File: src/rtl/imem_loader_pkg.sv
// Shared types and constants for the boot-time instruction memory loader.
// Holds the loader FSM state encoding and word geometry.
package imem_loader_pkg;

   typedef enum logic [2:0] {
      ST_CNT_LO = 3'd0,
      ST_CNT_HI = 3'd1,
      ST_DATA   = 3'd2,
      ST_WRITE  = 3'd3,
      ST_CSUM   = 3'd4,
      ST_DONE   = 3'd5,
      ST_ERROR  = 3'd6
   } state_t;

   localparam int WORD_BYTES = 4;
   localparam int WORD_BITS  = 8 * WORD_BYTES;
   localparam int IDX_W      = $clog2(WORD_BYTES);

   // States in which the loader takes a byte from the host link.
   function automatic logic is_rx_state(input state_t s);
      return (s == ST_CNT_LO) || (s == ST_CNT_HI) || (s == ST_DATA) || (s == ST_CSUM);
   endfunction

endpackage

File: src/rtl/imem_loader_packer.sv
// Packs little-endian payload bytes into a 32-bit word and keeps the running 8-bit payload sum.
// Single-cycle update per accepted byte; o_last flags that the next byte completes the word.
module byte_word_packer
   import imem_loader_pkg::*;
(
   input  logic                 clk,
   input  logic                 reset,
   input  logic                 i_clear,
   input  logic                 i_byte_vld,
   input  logic [7:0]           i_byte_dat,
   output logic [WORD_BITS-1:0] o_word,
   output logic                 o_last,
   output logic [7:0]           o_csum
);

   logic [IDX_W-1:0]     r_idx;
   logic [WORD_BITS-1:0] r_word;
   logic [7:0]           r_csum;

   always_ff @(posedge clk) begin
      if (reset || i_clear) begin
         r_idx  <= '0;
         r_word <= '0;
         r_csum <= '0;
      end else if (i_byte_vld) begin
         for (int i = 0; i < WORD_BYTES; i++) begin
            if (r_idx == IDX_W'(i)) begin
               r_word[8*i +: 8] <= i_byte_dat;
            end
         end
         r_csum <= r_csum + i_byte_dat;
         r_idx  <= r_idx + IDX_W'(1);
      end
   end

   assign o_word = r_word;
   assign o_last = (r_idx == IDX_W'(WORD_BYTES - 1));
   assign o_csum = r_csum;

endmodule

File: src/rtl/imem_loader.sv
// Boot loader: frames a host byte stream into words, writes them from BASE_ADDR and checks the sum.
// Keeps the core in reset until the image is written and verified; stalls the link during writes.
module imem_loader
   import imem_loader_pkg::*;
#(
   parameter logic [31:0] BASE_ADDR = 32'h0000_0000,
   parameter int          CNT_WIDTH = 16
)(
   input  logic        clk,
   input  logic        reset,
   input  logic        start,
   input  logic        in_valid,
   input  logic [7:0]  in_data,
   output logic        in_ready,
   output logic        mem_we,
   output logic [31:0] mem_addr,
   output logic [31:0] mem_wdata,
   input  logic        mem_ready,
   output logic        core_reset,
   output logic        done,
   output logic        error
);

   state_t               r_state;
   state_t               w_state_nxt;
   logic [CNT_WIDTH-1:0] r_cnt;
   logic [CNT_WIDTH-1:0] r_words_done;
   logic [31:0]          r_addr;

   logic                 w_rx_state;
   logic                 w_acc;
   logic                 w_we;
   logic                 w_core_rst;
   logic                 w_done;
   logic                 w_err;
   logic                 w_clear;
   logic                 w_pack_vld;
   logic [CNT_WIDTH-1:0] w_cnt_hdr;
   logic [CNT_WIDTH-1:0] w_words_inc;
   logic [WORD_BITS-1:0] w_word;
   logic                 w_last;
   logic [7:0]           w_csum;

   assign w_rx_state  = is_rx_state(r_state);
   assign w_acc       = in_valid & w_rx_state & ~reset;
   assign w_cnt_hdr   = CNT_WIDTH'({in_data, r_cnt[7:0]});
   assign w_words_inc = r_words_done + CNT_WIDTH'(1);

   byte_word_packer u_packer (
      .clk        (clk),
      .reset      (reset),
      .i_clear    (w_clear),
      .i_byte_vld (w_pack_vld),
      .i_byte_dat (in_data),
      .o_word     (w_word),
      .o_last     (w_last),
      .o_csum     (w_csum)
   );

   always_ff @(posedge clk) begin
      if (reset) begin
         r_state      <= ST_CNT_LO;
         r_cnt        <= '0;
         r_words_done <= '0;
         r_addr       <= BASE_ADDR;
      end else begin
         r_state <= w_state_nxt;
         if (r_state == ST_CNT_LO && w_acc) begin
            r_cnt[7:0]   <= in_data;
            r_words_done <= '0;
            r_addr       <= BASE_ADDR;
         end
         if (r_state == ST_CNT_HI && w_acc) begin
            r_cnt <= w_cnt_hdr;
         end
         // Address wraps mod 2^32 by design.
         if (r_state == ST_WRITE && mem_ready) begin
            r_addr       <= r_addr + 32'(WORD_BYTES);
            r_words_done <= w_words_inc;
         end
      end
   end

   always_comb begin
      w_state_nxt = r_state;
      w_we        = 1'b0;
      w_core_rst  = 1'b1;
      w_done      = 1'b0;
      w_err       = 1'b0;
      w_clear     = 1'b0;
      w_pack_vld  = 1'b0;
      case (r_state)
         ST_CNT_LO: begin
            if (w_acc) begin
               w_clear     = 1'b1;
               w_state_nxt = ST_CNT_HI;
            end
         end
         ST_CNT_HI: begin
            if (w_acc) begin
               w_state_nxt = (w_cnt_hdr == '0) ? ST_CSUM : ST_DATA;
            end
         end
         ST_DATA: begin
            w_pack_vld = w_acc;
            if (w_acc && w_last) begin
               w_state_nxt = ST_WRITE;
            end
         end
         ST_WRITE: begin
            w_we = 1'b1;
            if (mem_ready) begin
               w_state_nxt = (w_words_inc == r_cnt) ? ST_CSUM : ST_DATA;
            end
         end
         ST_CSUM: begin
            if (w_acc) begin
               w_state_nxt = (in_data == w_csum) ? ST_DONE : ST_ERROR;
            end
         end
         ST_DONE: begin
            w_core_rst = 1'b0;
            w_done     = 1'b1;
            if (start) begin
               w_state_nxt = ST_CNT_LO;
            end
         end
         ST_ERROR: begin
            w_err = 1'b1;
            if (start) begin
               w_state_nxt = ST_CNT_LO;
            end
         end
         default: begin
            w_state_nxt = ST_CNT_LO;
         end
      endcase
   end

   // Status outputs are forced to their idle values while reset is held.
   assign in_ready   = w_rx_state & ~reset;
   assign mem_we     = w_we & ~reset;
   assign core_reset = w_core_rst | reset;
   assign done       = w_done & ~reset;
   assign error      = w_err & ~reset;
   assign mem_addr   = r_addr;
   assign mem_wdata  = w_word;

endmodule

File: config.mk
export PLATFORM = sky130hd
export DESIGN_NAME = imem_loader
export DESIGN_NICKNAME = d
export VERILOG_FILES = /design/src/rtl/imem_loader_pkg.sv /design/src/rtl/imem_loader_packer.sv /design/src/rtl/imem_loader.sv
export SDC_FILE = /design/constraint.sdc
export NUM_CORES = 1
export LEC_CHECK = 0
export ABC_CLOCK_PERIOD_IN_PS = 4890
export CORE_MARGIN = 1.5
export CORE_UTILIZATION = 60
export CTS_BUF_LIST = sky130_fd_sc_hd__clkbuf_8
export CTS_CLUSTER_SIZE = 24
export DETAILED_ROUTE_END_ITERATION = 8
export DONT_BUFFER_PORTS = 1
export PLACE_DENSITY = 0.87
export SYNTH_ARGS = -nofsm -noshare
export SYNTH_HDL_FRONTEND = slang
export SYNTH_SLANG_ARGS = --single-unit
File: constraint.sdc
create_clock -name clk -period 4.89 [get_ports clk]
set_clock_uncertainty 0.2 [all_clocks]
set_input_delay 1.2225 -clock clk [delete_from_list [all_inputs] [get_ports clk]]
set_output_delay 1.2225 -clock clk [all_outputs]
set_load 0.01 [all_outputs]
==> results of run 1 <==
[sequential cells by signal, summed over array words and instances (netlist names)]
name and count:
u_packer.o_word 32, mem_addr 30, r_cnt 16, r_words_done 16
u_packer.o_csum 8, r_state 3, u_packer.r_idx 2
[per-stage QoR]
step / hold slack (ns) / util [%]
2_1_floorplan: 0.236 / -
3_3_place_gp: 0.243 / 61.7
3_5_place_dp: 0.250 / 61.7
4_1_cts: 0.264 / 63.9
5_1_grt: 0.283 / 63.9
6_report: 0.263 / 63.9
[routing by layer]
metal / vias to the layer above / global-route usage, %
li1: 2395 / -
met1: 2356 / 33.9
met2: 216 / 45.7
met3: 23 / 6.45
met4: 0 / 9.64
met5: - / 0
[final timing paths]
path                                           end  cells after the start  slack [ns]          startpoint
worst max-delay path                  mem_addr[29]                      7        1.60            in_valid
worst min register to register  u_packer.o_csum[5]                      2        0.26  u_packer.o_csum[5]
worst min-delay path            u_packer.o_csum[5]                      2        0.26  u_packer.o_csum[5]
worst max register to register        mem_addr[29]                      7        1.91          r_state[2]
[cells by family (layout without fill, tap and decap cells)]
group | Yosys count | count (layout)
other | 1 | 2
muxes | 13 | 13
adders and majority gates | 15 | 15
xor gates and xnor gates | 31 | 31
and+or+nand+nor | 331 | 331
DFF | 107 | 107
AOI/OAI and AO/OA | 143 | 143
buffers and inverters | 59 | 35
[worst max-delay path: stages]
cell and delay [ns]:
nor2b_1 0.14, and2_1 0.19, nand2_1 0.58, nand2b_2 0.71, a21oi_1 0.38, nand2_1 0.10
nand2_1 0.06
[power groups by stage]
stage	logic (W)	registers, W	clock network, W
after CTS	0.000112	0.000897	0.000551
after global routing	0.000124	0.000900	0.000583
final	0.000112	0.000898	0.000542
after detailed placement	0.000111	0.000917	0
after floorplan	0.000104	0.000910	0
after global placement	0.000105	0.000916	0
[cells in the final DEF, fill, tap and decap left out, drive strengths merged, types with 11 or more instances in the layout]
master and instances:
ha 13, a21oi 75, xnor2 19, inv 18
nor4 13, dfxtp 107, nand4 11, nand3 63
xor2 12, o21ai 23, nor3 16, nor2 76
nand2 108
[final cells by class]
| type | count | area [um2] | area share (%) |
|---|---|---|---|
| Clock buffer | 9 | 124 | 2.19 |
| Clock inverter | 7 | 76.3 | 1.35 |
| Inverter | 14 | 52.6 | 0.929 |
| Multi-Input combinational cell | 535 | 3090 | 54.6 |
| Sequential cell | 107 | 2140 | 37.9 |
| Tap cell | 108 | 135 | 2.39 |
| Timing Repair Buffer | 5 | 37.5 | 0.664 |
==> run summary, run 1 <==
Distinct cells, synth: 59
CTS Buffer Depth: 2
Power Total: 0.00155 W
DR WL/cell: 17.0 um
Number of flops mapped to enable cells by yosys: 0
Pwr/cell area: 274 nW/um2
Min Clock Period, post-route: 3.29 ns
Worst Max-Slew Pin Slew: 0.986 ns
CTS resizes: 0
Finished Cell Area: 5660 um2
Core ar.: 8850 um2
Area share of xor/xnor cells in the synthesized design: 4.90%
Starting Density: 62.6%
WP data arrival: 3.41 ns
Max Slew Vio Count: 0
Syn Std Cell Area: 5540 um2
Hpwl dp: 8840 um
Largest net degree at the start of global routing: 67
Vias in the first global route: 4617
Post-route ant nets: 0
# DRC: 0
Layout net count: 699
Placed Cells incl. Taps: 769
Top cells by area, synth: dfxtp_1, nand2_1, a21oi_1
Vias/cell: 6.36
Setup violations, final: 0
Hold Crit Class: reg2reg
Adder-cell share of the synthesized area: 3.48%
Slew HR: 34.2%
Register area share after synthesis: 38.7%
Proportion of layout cells with a drive suffix above 1: 5.02%
RSZ-0062 raised after global routing: false
Synth Flop Type: dfxtp_1
Net switching fraction of the power: 27.6%
P_leak: 1.91 nW
Complex-gate fraction of the synthesized area: 15.7%
Synth warn: 0
Total die area: 9810 um2
Int Pwr: 0.00112 W
Area leader, netlist: dfxtp_1
Placed inst area: 5460 um2
Setup bufs post-CTS: 0
Critical path class: in2reg
CTS tree: yes
Max-cap violations: 0
Final WL: 13300 um
Status: finished, final reports clean
Clock network power share: 34.9%
#FFs+latches synth: 107
Worst-path maximum fanout: 49
DRT met1 WL: 5490 um
Final period utilization: 67.2%
CTS buffer count: 9
Mux share of post-synthesis cell area: 2.42%
Max Freq: 304 MHz
Clock slew at reported path FFs: 0.10 ns
Top Layer Used: met4
Setup ws final: 1.60 ns
Skew-Pair Late Insertion Delay: 0.38 ns
Global-route wire length before repair: 21600 um
Cts-stage hold buffer count: 0
Flop pwr share: 57.9%
Final Hold Violating Endpoints: 0
Top cell type's share of synthesized area: 38.7%
Synth top cells by count: dfxtp_1, nand2_1, nor2_1
# diodes: 0
Syn Area/Cell: 7.91 um2
Post-synthesis simple-gate area fraction: 29.1%
All-layer global routing usage: 27.1%
Grt ovf: 0
TNS Setup: 0 ns
Layout Cells excl Fill: 785
CP required: 5.02 ns
Row count: 34
Die W: 99.1 um
RePlAce Congestion: 0.921
Met2 WL: 6460 um
Main combinational cell family by area after synthesis: simple AND/OR/NAND/NOR gates
CTS root buf: clkbuf_8
Ys async rst share: 0%
Die Y: 99.1 um
# IOs: 82
Metal3 WL: 1110 um
Initial antenna violation count: 0
Fill cell total of the finished layout: 734
CP Capture Type: flip-flop
Iteration-0 DRC Markers: 278
Router iterations before antenna repair: 5
P_sw: 0.000428 W
Total number of vias: 4990
CP Launch Type: primary input
Combinational share of power: 7.2%
Place WS: 1.22 ns
Layout area overhead: 2.17%
Mapped Cells: 700
Htree depth: 3
Port Buf Inserts: 0
Clock sink count: 107
Worst vdd ir: 0.000193 V
Note: power is estimated with default switching activity, not from simulation.
==> run 2: changes to the inputs <==
Settings changed: ABC_CLOCK_PERIOD_IN_PS 4890 to 2900, PLACE_DENSITY 0.87 to 0.9.
Clock period 4.89 ns to 2.9 ns, I/O delays scaled along.
==> run 2 against run 1 <==
  * Clock power rose by 73%
  * Cell area rose by 2.4%
  * Setup slack got worse by 1.4 ns
  * Register-to-register slack got worse by 1.7 ns
  * Via count rose by 0.46%
  * Critical endpoint is now r_state[2]
==> run summary, run 2 (synthesis gave the netlist of run 1 again) <==
# IOs: 82 (unchanged)
CP Capture Type: flip-flop (unchanged)
Proportion of layout cells with a drive suffix above 1: 7.37% (was 5.02%)
Worst flop-to-flop path startpoint: r_words_done[1] (was r_state[2])
Setup violations, final: 0 (unchanged)
Worst R2R End: r_state[2] (was mem_addr[29])
Setup bufs post-CTS: 0 (unchanged)
Total number of vias: 5013 (was 4990)
CTS Buffer Depth: 2 (unchanged)
CTS resizes: 0 (unchanged)
Pwr/cell area: 458 nW/um2 (was 274 nW/um2)
Combinational share of power: 7.6% (was 7.2%)
Flop pwr share: 57.1% (was 57.9%)
Die Y: 99.1 um (unchanged)
CP required: 3.01 ns (was 5.02 ns)
Slew HR: 65.7% (was 34.2%)
Final Hold Violating Endpoints: 0 (unchanged)
Hold Crit Class: in2reg (was reg2reg)
Router iterations before antenna repair: 5 (unchanged)
Iteration-0 DRC Markers: 283 (was 278)
Setup ws final: 0.251 ns (was 1.60 ns)
Global-route wire length before repair: 23200 um (was 21600 um)
Net switching fraction of the power: 28.1% (was 27.6%)
CP Launch Type: flip-flop (was primary input)
P_leak: 1.99 nW (was 1.91 nW)
Clock network power share: 35.3% (was 34.9%)
R2r worst-path depth: 8 (was 7)
CTS tree: yes (unchanged)
HP Start: reset (was u_packer.o_csum[5])
# diodes: 0 (unchanged)
Max FFs per register: 32 (unchanged)
Port Buf Inserts: 0 (unchanged)
Total die area: 9810 um2 (unchanged)
Die W: 99.1 um (unchanged)
RSZ-0062 raised after global routing: false (unchanged)
FF+latch area: 2140 um2 (unchanged)
Grt ovf: 0 (unchanged)
Hold Path Stages: 1 (was 2)
Min Clock Period, post-route: 2.65 ns
Worst vdd ir: 0.000291 V (was 0.000193 V)
Clock slew at reported path FFs: 0.12 ns (was 0.10 ns)
Row count: 34 (unchanged)
Vias in the first global route: 4813 (was 4617)
Initial antenna violation count: 0 (unchanged)
Clock sink count: 107 (unchanged)
Starting Density: 62.6% (unchanged)
RePlAce Congestion: 0.940 (was 0.921)
Worst-path maximum fanout: 8 (was 49)
Multi-input gate area: 3100 um2 (was 3090 um2)
Layout net count: 714 (was 699)
All-layer global routing usage: 28.9% (was 27.1%)
DR WL/cell: 17.2 um (was 17.0 um)
Worst Max-Slew Pin Slew: 0.513 ns (was 0.986 ns)
Hold Path Sink: r_cnt[9] (was u_packer.o_csum[5])
Layout area overhead: 4.61% (was 2.17%)
Skew-Pair Late Insertion Delay: 0.39 ns (was 0.38 ns)
Max Freq: 377 MHz
Final period utilization: 91.4%
# DRC: 0 (unchanged)
CTS root buf: clkbuf_8 (unchanged)
P_sw: 0.000746 W (was 0.000428 W)
Place WS: 0.187 ns (was 1.22 ns)
Vias/cell: 6.27 (was 6.36)
Max Slew Vio Count: 0 (unchanged)
Largest net degree at the start of global routing: 67 (unchanged)
Fill cell total of the finished layout: 732 (was 734)
Hpwl dp: 9600 um (was 8840 um)
Post-route ant nets: 0 (unchanged)
Int Pwr: 0.00191 W (was 0.00112 W)
Final WL: 13700 um (was 13300 um)
WP data arrival: 2.76 ns (was 3.41 ns)
Cts-stage hold buffer count: 0 (unchanged)
Utilization after layout: 65.5% (was 63.9%)
Max-cap violations: 0 (unchanged)
Status: finished, final reports clean (unchanged)
R2R setup slack: 0.25 ns (was 1.91 ns)
TNS Setup: 0 ns (unchanged)
Core ar.: 8850 um2 (unchanged)
CTS buffer count: 9 (unchanged)
Htree depth: 3 (unchanged)
Commonest non-fill, non-tap cells in the layout: nand2_1, dfxtp_1, nor2_1 (unchanged)
Critical path class: reg2reg (was in2reg)
[run 2: cell types whose count changed in the layout (fill, tap and decap cells not counted)]
cell	delta
nor3_2	+1
inv_8	+1
buf_4	+14
nor3_1	-1
ha_1	-1
ha_2	+1
inv_6	-1
buf_12	+1
[run 2: power groups by stage]
| stage | Sequential [W] | Combinational (W) | Clock [W] |
|---|---|---|---|
| after floorplan | 0.00153 | 0.000176 | 0 |
| after global placement | 0.00155 | 0.000192 | 0 |
| after detailed placement | 0.00155 | 0.000198 | 0 |
| after CTS | 0.00151 | 0.000200 | 0.000942 |
| after global routing | 0.00152 | 0.000224 | 0.00101 |
| final | 0.00151 | 0.000203 | 0.000937 |
[run 2: cell type report]
class                      instances  share of cell area (%)
clock buffer                       9                    2.14
timing repair buffer              20                    2.81
inverter                          14                   0.907
clock inverter                     7                    1.36
tap                              108                    2.33
multi-input combinational        535                    53.5
sequential                       107                    37.0
[run 2: how the worst max path moves through the flow]
stage                          from                to  cells after the start
floorplan           r_words_done[0]        r_state[2]                      8
global placement    r_words_done[8]        r_state[2]                      7
detailed placement  r_words_done[8]        r_state[2]                      7
CTS                 r_words_done[8]        r_state[2]                      7
global route             r_state[0]  r_words_done[15]                      6
finish              r_words_done[1]        r_state[2]                      8
[run 2: worst max-delay path: stages, from the launching register on]
cell	delay, ns
dfxtp_1	0.42
ha_2	0.31
nand4_4	0.17
nor4_4	0.34
xnor2_1	0.15
a2111oi_4	0.21
o2111ai_1	0.20
or4_1	0.44
a21oi_1	0.14
[run 2: per-layer routing]
metal  part of all wire, %  global-route usage (%)  vias to the layer above
li1                      -                       -                     2440
met1                    42                    37.9                     2360
met2                    50                    48.5                      194
met3                   7.0                    5.82                       19
met4                   1.1                    8.56                        0
met5                     0                       0                        -
[run 2: through the flow]
| stage | total power, W | instance area [um2] | hold slack, ns | std cells |
|---|---|---|---|---|
| 6_report | 0.00265 | 5790 | 0.198 | 800 |
| 5_1_grt | 0.00275 | 5790 | 0.185 | 800 |
| 4_1_cts | 0.00266 | 5780 | 0.193 | 800 |
| 3_5_place_dp | 0.00175 | 5580 | 0.255 | 784 |
| 3_3_place_gp | 0.00174 | 5580 | 0.243 | 784 |
| 2_1_floorplan | 0.00171 | 5540 | 0.236 | 701 |
